**src/rtl/bus_memory_pipelined_if.sv**
```systemverilog
`default_nettype none
// ============================================================================
//  Module   : bus_memory_pipelined_if
//  Purpose  : Savestate-bus side of the bus/memory bridge. The host drives
//             the address, write data and write flag. The bridge returns the
//             read data, the completion flag and the window-hit flag.
//  Signals  : bus_in     - write data             (master -> slave)
//             bus_addr   - bus address            (master -> slave)
//             bus_wren   - access is a write      (master -> slave)
//             bus_out    - registered read data   (slave  -> master)
//             bus_ready  - access complete        (slave  -> master)
//             mem_active - address hits window    (slave  -> master)
//  Revision : 1.0 - initial release
// ============================================================================
interface bus_memory_pipelined_if #(
   parameter int BUS_DATA_WIDTH = 64,
   parameter int BUS_ADDR_WIDTH = 21
);
   logic [BUS_DATA_WIDTH-1:0] bus_in;
   logic [BUS_ADDR_WIDTH-1:0] bus_addr;
   logic                      bus_wren;
   logic [BUS_DATA_WIDTH-1:0] bus_out;
   logic                      bus_ready;
   logic                      mem_active;

   modport master (
      output bus_in, bus_addr, bus_wren,
      input  bus_out, bus_ready, mem_active
   );

   modport slave (
      input  bus_in, bus_addr, bus_wren,
      output bus_out, bus_ready, mem_active
   );
endinterface
`default_nettype wire

```
**src/rtl/bus_memory_pipelined.sv**
```systemverilog
`default_nettype none
// ============================================================================
//  Module   : bus_memory_pipelined
//  Purpose  : Maps the savestate-bus window [ADDRESS_MIN, ADDRESS_MAX) onto a
//             narrower single-port memory. Each bus word is moved as WORDS
//             consecutive memory words, least-significant word first. Reads
//             tolerate a fixed memory latency of 0..3 cycles.
//  Ports    : clk              - clock
//             reset            - synchronous, active-high reset
//             bus              - savestate bus (slave modport)
//             mem_addr         - memory word address
//             mem_current_data - memory read data
//             mem_new_data     - memory write data
//             mem_wren         - memory write strobe
//  Revision : 1.0 - initial release
// ============================================================================
module bus_memory_pipelined #(
   parameter int BUS_DATA_WIDTH = 64,
   parameter int BUS_ADDR_WIDTH = 21,
   parameter int MEM_DATA_WIDTH = 4,
   parameter int MEM_ADDR_WIDTH = 10,
   parameter int MEM_DEPTH      = 2**MEM_ADDR_WIDTH,
   parameter int READ_LATENCY   = 0,
   parameter int ADDRESS_MIN    = 0,
   parameter int ADDRESS_MAX    = 64
) (
   input  wire logic                      clk,
   input  wire logic                      reset,
   bus_memory_pipelined_if.slave          bus,
   output logic [MEM_ADDR_WIDTH-1:0]      mem_addr,
   input  wire logic [MEM_DATA_WIDTH-1:0] mem_current_data,
   output logic [MEM_DATA_WIDTH-1:0]      mem_new_data,
   output logic                           mem_wren
);
   localparam int c_words = BUS_DATA_WIDTH / MEM_DATA_WIDTH;
   localparam int c_cnt_w = (c_words > 1) ? $clog2(c_words) : 1;

   localparam logic [c_cnt_w-1:0]        c_last     = c_cnt_w'(c_words - 1);
   localparam logic [BUS_ADDR_WIDTH-1:0] c_addr_min = BUS_ADDR_WIDTH'(ADDRESS_MIN);
   // One extra bit so an exclusive end of 2**BUS_ADDR_WIDTH is representable.
   localparam logic [BUS_ADDR_WIDTH:0]   c_addr_max = (BUS_ADDR_WIDTH + 1)'(ADDRESS_MAX);
   localparam logic [MEM_ADDR_WIDTH:0]   c_depth    = (MEM_ADDR_WIDTH + 1)'(MEM_DEPTH);

   localparam logic [1:0] c_st_idle  = 2'd0;
   localparam logic [1:0] c_st_write = 2'd1;
   localparam logic [1:0] c_st_read  = 2'd2;
   localparam logic [1:0] c_st_done  = 2'd3;

   generate
      if (BUS_DATA_WIDTH % MEM_DATA_WIDTH != 0) begin : g_err_ratio
         $error("BUS_DATA_WIDTH must be a multiple of MEM_DATA_WIDTH");
      end
      if (c_words < 1 || (c_words & (c_words - 1)) != 0) begin : g_err_pow2
         $error("BUS_DATA_WIDTH/MEM_DATA_WIDTH must be a power of two");
      end
      if (READ_LATENCY < 0 || READ_LATENCY > 3) begin : g_err_latency
         $error("READ_LATENCY must be in 0..3");
      end
      if (ADDRESS_MAX <= ADDRESS_MIN) begin : g_err_window
         $error("ADDRESS_MAX must be greater than ADDRESS_MIN");
      end
   endgenerate

   logic [1:0]                r_state;
   logic [1:0]                w_state_next;
   logic [BUS_ADDR_WIDTH-1:0] r_cur_addr;
   logic [c_cnt_w-1:0]        r_issue_cnt;
   logic                      r_issue_done;
   logic [BUS_DATA_WIDTH-1:0] r_buf;
   logic [BUS_DATA_WIDTH-1:0] r_bus_out;
   logic [BUS_DATA_WIDTH-1:0] w_buf_next;

   logic                      w_active;
   logic [BUS_ADDR_WIDTH-1:0] w_base;
   logic                      w_in_depth;
   logic                      w_abort;
   logic                      w_issue;
   logic                      w_last_issue;
   logic                      w_cap_valid;
   logic [c_cnt_w-1:0]        w_cap_slot;
   logic                      w_cap_zero;
   logic                      w_last_cap;

   // Window decode and memory address generation.
   assign w_active       = (bus.bus_addr >= c_addr_min) && ({1'b0, bus.bus_addr} < c_addr_max);
   assign w_base         = w_active ? (bus.bus_addr - c_addr_min) : '0;
   assign bus.mem_active = w_active;

   generate
      if (c_words > 1) begin : g_addr_multi
         assign mem_addr = MEM_ADDR_WIDTH'({w_base, r_issue_cnt});
      end else begin : g_addr_single
         assign mem_addr = MEM_ADDR_WIDTH'(w_base);
      end
   endgenerate

   assign w_in_depth   = ({1'b0, mem_addr} < c_depth);
   // Any address movement while an access is in flight cancels it.
   assign w_abort      = (r_state != c_st_idle) && (!w_active || (bus.bus_addr != r_cur_addr));
   assign w_issue      = (r_state == c_st_read) && !r_issue_done;
   assign w_last_issue = (r_issue_cnt == c_last);

   // Read return path: each issued word carries its slot index and an
   // out-of-depth flag for READ_LATENCY cycles, to meet the returning data.
   generate
      if (READ_LATENCY == 0) begin : g_lat_zero
         assign w_cap_valid = w_issue;
         assign w_cap_slot  = r_issue_cnt;
         assign w_cap_zero  = !w_in_depth;
      end else begin : g_lat_pipe
         logic [READ_LATENCY-1:0] r_pipe_vld;
         logic [READ_LATENCY-1:0] r_pipe_zero;
         logic [c_cnt_w-1:0]      r_pipe_slot [READ_LATENCY];

         always_ff @(posedge clk) begin
            if (reset || w_abort) begin
               r_pipe_vld <= '0;
            end else begin
               r_pipe_vld[0] <= w_issue;
               for (int i = 1; i < READ_LATENCY; i++) begin
                  r_pipe_vld[i] <= r_pipe_vld[i-1];
               end
            end
            r_pipe_slot[0] <= r_issue_cnt;
            r_pipe_zero[0] <= !w_in_depth;
            for (int i = 1; i < READ_LATENCY; i++) begin
               r_pipe_slot[i] <= r_pipe_slot[i-1];
               r_pipe_zero[i] <= r_pipe_zero[i-1];
            end
         end

         assign w_cap_valid = r_pipe_vld[READ_LATENCY-1];
         assign w_cap_slot  = r_pipe_slot[READ_LATENCY-1];
         assign w_cap_zero  = r_pipe_zero[READ_LATENCY-1];
      end
   endgenerate

   assign w_last_cap = w_cap_valid && (w_cap_slot == c_last);

   // Buffer with the returning word merged in; also the bus_out source on the
   // final capture so the last word is not a cycle late.
   always_comb begin
      w_buf_next = r_buf;
      if (w_cap_valid) begin
         w_buf_next[w_cap_slot*MEM_DATA_WIDTH +: MEM_DATA_WIDTH] =
            w_cap_zero ? '0 : mem_current_data;
      end
   end

   // FSM: state register.
   always_ff @(posedge clk) begin
      if (reset) begin
         r_state <= c_st_idle;
      end else begin
         r_state <= w_state_next;
      end
   end

   // FSM: next-state logic.
   always_comb begin
      w_state_next = r_state;
      case (r_state)
         c_st_idle: begin
            if (w_active) begin
               w_state_next = bus.bus_wren ? c_st_write : c_st_read;
            end
         end
         c_st_write: begin
            if (w_abort) begin
               w_state_next = c_st_idle;
            end else if (w_last_issue) begin
               w_state_next = c_st_done;
            end
         end
         c_st_read: begin
            if (w_abort) begin
               w_state_next = c_st_idle;
            end else if (w_last_cap) begin
               w_state_next = c_st_done;
            end
         end
         default: begin
            if (w_abort) begin
               w_state_next = c_st_idle;
            end
         end
      endcase
   end

   // FSM: outputs. The write strobe is gated the same cycle an abort or reset
   // is seen so a moved address never receives a stray write.
   always_comb begin
      mem_wren      = (r_state == c_st_write) && !w_abort && !reset && w_in_depth;
      bus.bus_ready = (r_state == c_st_done) && !w_abort;
   end

   assign mem_new_data = r_buf[r_issue_cnt*MEM_DATA_WIDTH +: MEM_DATA_WIDTH];
   assign bus.bus_out  = r_bus_out;

   // Datapath: latched address, word counter, serialisation buffer, bus_out.
   always_ff @(posedge clk) begin
      if (reset) begin
         r_cur_addr   <= '0;
         r_issue_cnt  <= '0;
         r_issue_done <= 1'b0;
         r_buf        <= '0;
         r_bus_out    <= '0;
      end else begin
         case (r_state)
            c_st_idle: begin
               r_issue_cnt  <= '0;
               r_issue_done <= 1'b0;
               if (w_active) begin
                  r_cur_addr <= bus.bus_addr;
                  if (bus.bus_wren) begin
                     r_buf <= bus.bus_in;
                  end
               end
            end
            c_st_write: begin
               if (w_abort || w_last_issue) begin
                  r_issue_cnt <= '0;
               end else begin
                  r_issue_cnt <= r_issue_cnt + c_cnt_w'(1);
               end
            end
            c_st_read: begin
               r_buf <= w_buf_next;
               if (w_last_cap && !w_abort) begin
                  r_bus_out <= w_buf_next;
               end
               if (w_abort) begin
                  r_issue_cnt  <= '0;
                  r_issue_done <= 1'b0;
               end else if (w_issue) begin
                  if (w_last_issue) begin
                     r_issue_cnt  <= '0;
                     r_issue_done <= 1'b1;
                  end else begin
                     r_issue_cnt <= r_issue_cnt + c_cnt_w'(1);
                  end
               end
            end
            default: begin
               r_issue_cnt <= '0;
            end
         endcase
      end
   end
endmodule
`default_nettype wire

```
**src/flat_wrapper.sv**
```systemverilog
// flat-port wrapper written by rule: the top's interface ports become plain ports
module bus_memory_pipelined_flat 
#(
   parameter int BUS_DATA_WIDTH = 64,
   parameter int BUS_ADDR_WIDTH = 21,
   parameter int MEM_DATA_WIDTH = 4,
   parameter int MEM_ADDR_WIDTH = 10,
   parameter int MEM_DEPTH      = 2**MEM_ADDR_WIDTH,
   parameter int READ_LATENCY   = 0,
   parameter int ADDRESS_MIN    = 0,
   parameter int ADDRESS_MAX    = 64
)
  (clk, reset, mem_addr, mem_current_data, mem_new_data, mem_wren, bus_bus_in, bus_bus_addr, bus_bus_wren, bus_bus_out, bus_bus_ready, bus_mem_active);
  bus_memory_pipelined_if #(.BUS_DATA_WIDTH(BUS_DATA_WIDTH), .BUS_ADDR_WIDTH(BUS_ADDR_WIDTH)) bus_i ();
  input  wire logic clk;
  input  wire logic reset;
  output logic [MEM_ADDR_WIDTH-1:0] mem_addr;
  input  wire logic [MEM_DATA_WIDTH-1:0] mem_current_data;
  output logic [MEM_DATA_WIDTH-1:0] mem_new_data;
  output logic mem_wren;
  input wire logic [$bits(bus_i.bus_in)-1:0] bus_bus_in;
  input wire logic [$bits(bus_i.bus_addr)-1:0] bus_bus_addr;
  input wire logic [$bits(bus_i.bus_wren)-1:0] bus_bus_wren;
  output wire logic [$bits(bus_i.bus_out)-1:0] bus_bus_out;
  output wire logic [$bits(bus_i.bus_ready)-1:0] bus_bus_ready;
  output wire logic [$bits(bus_i.mem_active)-1:0] bus_mem_active;
  assign bus_i.bus_in = bus_bus_in;
  assign bus_i.bus_addr = bus_bus_addr;
  assign bus_i.bus_wren = bus_bus_wren;
  assign bus_bus_out = bus_i.bus_out;
  assign bus_bus_ready = bus_i.bus_ready;
  assign bus_mem_active = bus_i.mem_active;
  bus_memory_pipelined #(.BUS_DATA_WIDTH(BUS_DATA_WIDTH), .BUS_ADDR_WIDTH(BUS_ADDR_WIDTH), .MEM_DATA_WIDTH(MEM_DATA_WIDTH), .MEM_ADDR_WIDTH(MEM_ADDR_WIDTH), .MEM_DEPTH(MEM_DEPTH), .READ_LATENCY(READ_LATENCY), .ADDRESS_MIN(ADDRESS_MIN), .ADDRESS_MAX(ADDRESS_MAX)) u_core (.clk(clk), .reset(reset), .bus(bus_i), .mem_addr(mem_addr), .mem_current_data(mem_current_data), .mem_new_data(mem_new_data), .mem_wren(mem_wren));
endmodule
```
**config.mk**
```make
export PLATFORM = sky130hd
export DESIGN_NAME = bus_memory_pipelined_flat
export DESIGN_NICKNAME = d
export VERILOG_FILES = /design/src/rtl/bus_memory_pipelined_if.sv /design/src/rtl/bus_memory_pipelined.sv /design/src/flat_wrapper.sv
export SDC_FILE = /design/constraint.sdc
export NUM_CORES = 1
export LEC_CHECK = 0
export BUFFER_PORTS_ARGS = -buffer_cell sky130_fd_sc_hd__buf_4
export CORE_AREA = 5 5 141 143
export DETAILED_ROUTE_END_ITERATION = 10
export DIE_AREA = 0 0 146 148
export PLACE_DENSITY = 0.66
export SLEW_MARGIN = 10
export SYNTH_ARGS = -nofsm -noshare
export SYNTH_HDL_FRONTEND = slang
export SYNTH_SLANG_ARGS = --single-unit
```
**constraint.sdc**
```tcl
create_clock -name clk -period 4 [get_ports clk]
set_input_delay 0.2 -clock clk [delete_from_list [all_inputs] [get_ports clk]]
set_output_delay 0.2 -clock clk [all_outputs]
set_load 0.005 [all_outputs]
```
==> results of run 1 <==
## registers in the layout, indices dropped and copies added, names as in the netlist
register	flops
u_core.r_issue_cnt	4
u_core.r_cur_addr	21
u_core.r_issue_done	1
u_core.r_buf	64
u_core.r_state	2
u_core.bus.bus_out	64
## layout make-up
| class | count | area, um2 |
|---|---|---|
| Inverter | 13 | 48.80 |
| Sequential cell | 156 | 3123 |
| Tap cell | 234 | 292.8 |
| Multi-Input combinational cell | 585 | 4576 |
| Timing Repair Buffer | 192 | 1454 |
| Fill cell | 1702 | 8391 |
| Clock inverter | 13 | 117.6 |
| Clock buffer | 19 | 452.9 |
## metrics by stage
step	hold slack (ps)	util	instance area (um2)
2_1_floorplan	347.5	-	8083
3_3_place_gp	453.5	0.5144	9494
3_5_place_dp	463.8	0.5144	9494
4_1_cts	35.32	0.5454	10060
5_1_grt	41.21	0.5454	10060
6_report	45.48	0.5454	10060
## worst register-to-register path: cells and delay by family, from the launching register on
kind            cells  cell delay [ps]
compound gates      3              890
buf+inv             1              170
simple gates        1              480
fa+ha+maj           1              500
flops               1              580
mux                 1              300
## routing by layer
| metal | vias to the layer above | wire length [um] | track usage |
|---|---|---|---|
| met1 | 3504 | 11790 | 0.3330 |
| met3 | 41 | 1627 | 0.05058 |
| met5 | - | 0 | 0 |
| met4 | 0 | 631 | 0.07244 |
| li1 | 3439 | - | - |
| met2 | 293 | 11910 | 0.3650 |
## power groups by stage
stage          clock (mW)  sequential, mW  combinational (mW)
6_report             1.58            1.55               0.160
5_1_grt              1.66            1.55               0.176
4_1_cts              1.59            1.55               0.161
3_5_place_dp            0            1.59               0.160
3_3_place_gp            0            1.59               0.160
2_1_floorplan           0            1.59              0.0627
## Yosys cell counts (all sizes together)
cell     count  share of area
dfxtp      156           0.39
a211oi     135           0.13
a21oi       75          0.046
nor2        71          0.033
a22o        64          0.069
mux2i       64          0.079
clkbuf      46          0.021
buf         33          0.027
and2        27          0.021
xnor2       22          0.024
mux4        20          0.056
nand3       15         0.0093
inv         13         0.0060
ha          11          0.017
nand2       10         0.0046
nor3         9         0.0062
nand4        6         0.0046
and3         5         0.0039
nor2b        5         0.0039
nor4         5         0.0054
a2111oi      4         0.0090
nor4b        4         0.0043
nor4bb       4         0.0050
o21ai        4         0.0025
a22oi        3         0.0028
nor3b        3         0.0028
a41oi        2         0.0022
nand2b       2         0.0015
nand3b       2         0.0023
or3          2         0.0022
a21boi       1        0.00093
a21o         1        0.00093
a31o         1         0.0011
and3b        1         0.0011
and4         1         0.0011
mux2         1         0.0014
o211ai       1        0.00093
o22a         1         0.0011
o41ai        1         0.0011
or3b         1         0.0011
xor2         1         0.0011
## logic make-up after synthesis
logic type / Yosys count / synth area share
mux: 85 / 0.1364
xor+xnor: 23 / 0.02492
fa+ha+maj: 11 / 0.01703
compound gates: 293 / 0.2680
flops: 156 / 0.3864
simple gates: 173 / 0.1132
buf+inv: 92 / 0.05418
## worst paths after layout
path,from,to,slack [ps],depth (start not counted)
hold reg to reg,u_core.r_cur_addr[5]$_SDFFE_PP0P_,u_core.r_cur_addr[5]$_SDFFE_PP0P_,470,2
setup reg to reg,u_core.r_issue_cnt[0]$_SDFFE_PP0P_,u_core.r_buf[50]$_SDFFE_PP0P_,960,7
setup / recovery,u_core.r_issue_cnt[0]$_SDFFE_PP0P_,u_core.r_buf[50]$_SDFFE_PP0P_,960,7
hold / removal,bus_bus_addr[4],u_core.r_cur_addr[4]$_SDFFE_PP0P_,50,3
==> metrics, run 1 <==
Crit path max-delay family=compound AO/OA/AOI/OAI gates; Max stage delay on crit path=580 ps; Buf+Inv Stages, Crit Path=1; slew margin rel.=0.2851; first-pass iteration count of the detailed router=4; number of global-route vias before repair=around 7200; Tcrit/Tclk final=0.7591; number of antenna violations at the first check in global routing=0; DP Cell Count=1180; Post-DP HPWL=about 18000 um; Final Hold Vio Count=0; Root Buffer=clkbuf_16; kind of critical path=flip-flop to flip-flop; Syn Inst Count=833; NumNets Final=1068; Syn Nets=936; number of library cell types mapped by synthesis=51; Clk pwr share=0.479; CORE AREA=18460 um2; # DRC=0; DRT iter0 DRCs=592; WP data required=4320 ps; drt total wl=25970 um; hold-fix buffers at CTS=0; Slew @ Worst Pin=1070 ps; Rows=50; Max Cap Violations=0; Startpoint Class=flip-flop; post-route setup slack=963.5 ps; Hold Crit Class=input port to flip-flop; Tot Pwr=3.289 mW; CP max FO=16; Yosys warning count=0; routed vias=7277; commonest non-fill, non-tap cell in the layout=buf_4; RSZ-0062 raised after global routing=no; cells along the critical path=inv_1 -> ha_1 -> or3_4 -> a2111oi_4 -> mux2i_1 -> a21oi_1 -> a22o_1; Post-DRT Antenna Nets=0; setup TNS=0 ps; Vias/cell=6.004; dpl ws=963.4 ps; I/O pins=about 170; part of the power in registers=0.472; H-tree levels=4; switching share of power=0.2327; Seq/Total Area, Yosys=0.3864; number of port buffers=172; total gr overflow=0; Area growth syn-to-layout=24.52%; P_int=2.524 mW; Worst setup EP type=flip-flop; Cell Count, Final, Fillers Out=1212; slowest CP cell=dfxtp_1; Period minus WS final=3036 ps; global-route wire length before repair=slightly above 40000 um; most frequent cells in the layout=buf_4, dfxtp_1, a211oi_1, a21oi_1, nor2_1; Longest Clk Path Bufs=2; total track usage=0.2363; fraction of layout cells with a size suffix above 1=0.2710; fin. max-slew vios=0; largest net degree at the start of global routing=83; clk_skew=5.877 ps; worst path arrival time=~3400 ps; worst skew pair latency=430 ps; Die Wd=roughly 150 um; VDD IR-drop max=a little under 0.0002 V; status=finished clean; PwrDens=around 330 nW/um2; CTS tree=built; Avg Cell Area, Syn=9.703 um2; Reg clk slew, reported paths=60 ps; Comb pwr share=0.049; synthesized cell area=8083 um2; PostCTS Resize Cnt=0; synthesized flop and latch total=156; diodes inserted=0; Setup Buffers After CTS=0; die height=approximately 150 um; Leak=a little under 4 nW; switching power=0.7655 mW; Inserted Clock Buffers=17; starting density of the core=0.4380; clk sinks=156; mean routed wirelength per cell=21.42 um; Max Clock Freq=between 300 and 400 MHz; Final GP Congestion=approximately 0.9; final setup violation count=0; DIE AREA=21610 um2
No activity file was read; power rests on OpenSTA's default activity.
==> run 2: changes to the inputs <==
Clock period 4 ns to 2.9 ns, I/O delays scaled along.
==> run 2 against run 1 <==
  * Die area stayed put
  * Design area is 1.4% higher
  * Wire length is 2.2% higher
  * Clock-buffer cell count is 3 higher
  * Critical path depth stayed put
  * Worst setup slack worse by 830 ps
  * Via count is 2.1% higher
  * Fmax is 9.7% higher
  * Sequential share of layout area is 0.43 points lower
  * Combinational power is 44% higher
  * Largest power group unchanged
  * Highest routed layer unchanged
==> metrics, run 2 (same netlist as run 1, synthesis figures left out) <==
I/O pins=~170; PostCTS Resize Cnt=0; slew margin rel.=0.1680; Vias/cell=slightly above 6; Buf+Inv Stages, Crit Path=2; Core Util, Final=0.5529; Max Clock Freq=~360 MHz; post-route setup slack=132.4 ps; Final GP Congestion=slightly above 0.9; Max stage delay on crit path=just over 1000 ps; status=finished clean; H-tree levels=4; Startpoint Class=flip-flop; flop2flop setup slack=130 ps; largest net degree at the start of global routing=67; first-pass iteration count of the detailed router=5; starting density of the core=0.4380; Root Buffer=clkbuf_16; # DRC=0; number of antenna violations at the first check in global routing=0; drt total wl=26530 um; Longest Clk Path Bufs=2; total gr overflow=0; Period minus WS final=2768 ps; Crit path max-delay family=simple AND/OR/NAND/NOR gates; kind of critical path=flip-flop to flip-flop; Die Wd=146 um; commonest non-fill, non-tap cell in the layout=buf_4; cells along the critical path=inv_1 -> ha_1 -> buf_4 -> nor4b_1 -> mux2i_1 -> a21oi_1 -> a22o_1; VDD IR-drop max=approximately 0.00035 V; final setup violation count=0; number of global-route vias before repair=7277; Slew @ Worst Pin=around 1200 ps; Fill cells=1672; Inserted Clock Buffers=17; Worst setup EP type=flip-flop; Rows=50; Tot Pwr=4.588 mW; clk sinks=156; die height=148 um; RSZ-0062 raised after global routing=no; clk_skew=9.467 ps; Leak=3.965 nW; dpl ws=~310 ps; worst path arrival time=about 3100 ps; DRT iter0 DRCs=606; hold-fix buffers at CTS=6; setup TNS=0 ps; CP max FO=15; Post-DRT Antenna Nets=0; fin. max-slew vios=0; CORE AREA=18460 um2; NumNets Final=1082; Reg clk slew, reported paths=70 ps; Cell Count, Final, Fillers Out=approximately 1200; WP data required=3280 ps; CTS tree=built; number of port buffers=172; Multi-input gate area=roughly 4600 um2; diodes inserted=0; routed vias=about 7400; PwrDens=~450 nW/um2; Setup Buffers After CTS=0; Tcrit/Tclk final=0.9543; total area of sequential cells=3123 um2; global-route wire length before repair=41240 um; worst skew pair latency=430 ps; mean routed wirelength per cell=21.64 um; fraction of layout cells with a size suffix above 1=0.2732; DP Cell Count=1188; Max Cap Violations=0; most frequent cells in the layout=buf_4, dfxtp_1, a211oi_1, a21oi_1, nor2_1; Final Hold Vio Count=0; DIE AREA=~22000 um2; slowest CP cell=nor4b_1; Post-DP HPWL=18590 um; total track usage=0.2378; Area growth syn-to-layout=26.25%; Hold Crit Class=input port to flip-flop
## run 2: where the power goes
group | leakage, nW | internal (mW) | switching, mW | total [mW]
Clock | 0.283 | 1.27 | 0.948 | 2.22
Combinational | 2.43 | 0.119 | 0.112 | 0.230
Sequential | 1.26 | 2.14 | 0.0000167 | 2.14
Total | 3.97 | 3.53 | 1.06 | 4.59
## run 2: final timing paths
kind / start / to / cells past startpoint
hold reg to reg: u_core.r_cur_addr[3]$_SDFFE_PP0P_ / u_core.r_cur_addr[3]$_SDFFE_PP0P_ / 2
setup reg to reg: u_core.r_issue_cnt[1]$_SDFFE_PP0P_ / u_core.r_buf[48]$_SDFFE_PP0P_ / 7
setup / recovery: u_core.r_issue_cnt[1]$_SDFFE_PP0P_ / u_core.r_buf[48]$_SDFFE_PP0P_ / 7
hold / removal: bus_bus_in[18] / u_core.r_buf[18]$_SDFFE_PP0P_ / 4
## run 2: per-stage QoR
| stage | area, um2 | hold WS (ps) |
|---|---|---|
| 2_1_floorplan | 8085 | 292.5 |
| 3_3_place_gp | 9567 | 430.0 |
| 3_5_place_dp | 9567 | 435.7 |
| 4_1_cts | 10200 | 64.22 |
| 5_1_grt | 10200 | 84.55 |
| 6_report | 10200 | 80.37 |
## run 2: worst reg2reg max path: stages, from the launching register on
cell and delay (ps):
dfxtp_1 410, inv_1 110, ha_1 300, buf_4 180, nor4b_1 1030, mux2i_1 310, a21oi_1 240, a22o_1 140
## run 2: final cells by class
cell class                      instances  area share
Tap cell                              234     0.02869
Inverter                               13    0.004782
Multi-Input combinational cell        585      0.4484
Clock buffer                           22     0.04647
Sequential cell                       156      0.3060
Timing Repair Buffer                  206      0.1555
Clock inverter                         10     0.01018
## run 2: layer usage
metal	wire, um	track usage
met1	11650	0.3220
met2	12130	0.3638
met3	1991	0.06714
met4	760	0.08796
met5	0	0
==> run 3: changes to the inputs <==
Settings changed: PLACE_DENSITY 0.66 to 0.68.
Clock period 2.9 ns to 2.25 ns, I/O delays scaled along.
==> run 3 against run 2 <==
  * The flow now finishes with violations (negative setup slack)
  * Power grew 32%
  * Sequential share of layout area shrank 4.4 points
  * Critical path depth grew 2
  * Sequential power grew 29%
  * Die area is the same
  * Critical path type unchanged
==> metrics, run 3 (same netlist as run 1, synthesis figures left out) <==
status=finished with violations; violations in the final reports=negative setup slack; Tot Pwr=6.071 mW; Tcrit/Tclk final=1.067; die height=148 um; Vias/cell=approximately 6.0; critical path startpoint=u_core.r_issue_cnt[0]$_SDFFE_PP0P_; P_int=4.661 mW; number of port buffers=172; routed vias=8069; fin. max-slew vios=0; met3 WL post-DR=2365 um; Root Buffer=clkbuf_16; # DRC=0; DIE AREA=21610 um2; Area growth syn-to-layout=47.93%; first-pass iteration count of the detailed router=5; final setup violation count=94; worst-case reg-to-reg path depth=9; CTS tree=built; kind of critical path=flip-flop to flip-flop; Comb pwr share=0.051; starting density of the core=0.4380; setup TNS=-5989 ps; number of global-route vias before repair=7859; dpl ws=-357.0 ps; global-route wire length before repair=44170 um; CP max FO=5; post-route setup slack=-150.7 ps; M1 wire length=12120 um; Hold Crit Class=input port to flip-flop; critical path capture point=u_core.r_buf[58]$_SDFFE_PP0P_; NumNets Final=1200; number of antenna violations at the first check in global routing=0; most frequent cells in the layout=buf_4, dfxtp_1, a211oi_1, nor2_1; flop2flop setup slack=-150 ps; I/O pins=173; Post-DRT Antenna Nets=0; design area=around 12000 um2; Startpoint Class=flip-flop; largest net degree at the start of global routing=57; WHS=38.69 ps; Period minus WS final=2401 ps; commonest non-fill, non-tap cell in the layout=buf_4; RSZ-0062 raised after global routing=yes; switching share of power=0.2322; Die Wd=146 um; Worst setup EP type=flip-flop; part of the power in registers=0.454; clk_skew=12.11 ps; placed cell areas=roughly 10000 um2; R2R Path End=u_core.r_buf[58]$_SDFFE_PP0P_; Rows=50; Post-DP HPWL=19620 um; switching power=1.410 mW; Leak=4.636 nW; worst skew pair latency=430 ps; diodes inserted=0; drt total wl=29630 um; VDD IR-drop max=0.0004653 V; mean routed wirelength per cell=22.04 um; metal2 WL=13960 um; Clk pwr share=0.495; total track usage=0.2564; PwrDens=507.8 nW/um2; Inserted Clock Buffers=17; fraction of layout cells with a size suffix above 1=0.4216; Max Clock Freq=416.6 MHz; Longest Clk Path Bufs=2; worst path arrival time=2730 ps; clk sinks=156; Slew @ Worst Pin=1131 ps; slew margin rel.=0.2440; total gr overflow=0; WP data required=2580 ps; Final GP Congestion=0.9136; Hold Crit Depth=4; Reg clk slew, reported paths=70 ps; DRT iter0 DRCs=810; Max Cap Violations=0; Final Hold Vio Count=0; RR Startpoint=u_core.r_issue_cnt[0]$_SDFFE_PP0P_; highest routed layer=met4; H-tree levels=4; CORE AREA=18460 um2
-- run 3: worst min path at each step --
stage | startpoint | endpoint | slack, ps
5_1_grt | bus_bus_in[20] | u_core.r_buf[20]$_SDFFE_PP0P_ | 40
2_1_floorplan | bus_bus_addr[0] | u_core.r_cur_addr[0]$_SDFFE_PP0P_ | 260
6_report | bus_bus_in[20] | u_core.r_buf[20]$_SDFFE_PP0P_ | 40
3_5_place_dp | bus_bus_addr[4] | u_core.r_cur_addr[4]$_SDFFE_PP0P_ | 410
4_1_cts | bus_bus_in[20] | u_core.r_buf[20]$_SDFFE_PP0P_ | 30
3_3_place_gp | bus_bus_addr[5] | u_core.r_cur_addr[5]$_SDFFE_PP0P_ | 400
-- run 3: critical path, cell delays in order, from the launching register on --
cell and delay, ps:
dfxtp_4 370, nor3_2 180, ha_1 260, or3b_4 440, buf_12 150, a211oi_2 150
buf_4 210, mux2i_2 260, a21oi_1 90, a22o_1 180
-- run 3: layer usage --
| layer | GRT usage | vias to the layer above |
|---|---|---|
| met5 | 0 | - |
| met3 | 0.05917 | 88 |
| li1 | - | 3705 |
| met2 | 0.4022 | 407 |
| met4 | 0.1115 | 0 |
| met1 | 0.3403 | 3869 |
-- run 3: area by class of cell --
type	instances	area, um2
Tap cell	234	292.8
Clock buffer	22	474.2
Fill cell	1449	6499
Sequential cell	156	3131
Timing Repair Buffer	324	2758
Multi-Input combinational cell	585	5125
Inverter	13	48.80
Clock inverter	10	127.6
-- run 3: repair_timing --
action	CTS	global route
hold buffers	6	0
pin swaps	48	8
setup endpoints to repair	97	119
gates cloned	2	3
endpoints found under the hold margin	6	0
setup buffers	12	3
gates resized for setup	54	69
-- run 3: power groups by stage --
stage	combinational [mW]	clock (mW)	sequential, mW
after floorplan	0.112	0	2.82
final	0.309	3.00	2.76
after global routing	0.335	3.12	2.76
after CTS	0.302	3.01	2.76
after detailed placement	0.291	0	2.82
after global placement	0.290	0	2.82
-- run 3: through the flow --
stage | utilization | instances
after floorplan | - | 833
after global placement | 0.5660 | 1286
after detailed placement | 0.5660 | 1286
after CTS | 0.6234 | 1338
after global routing | 0.6479 | 1344
final | 0.6479 | 1344
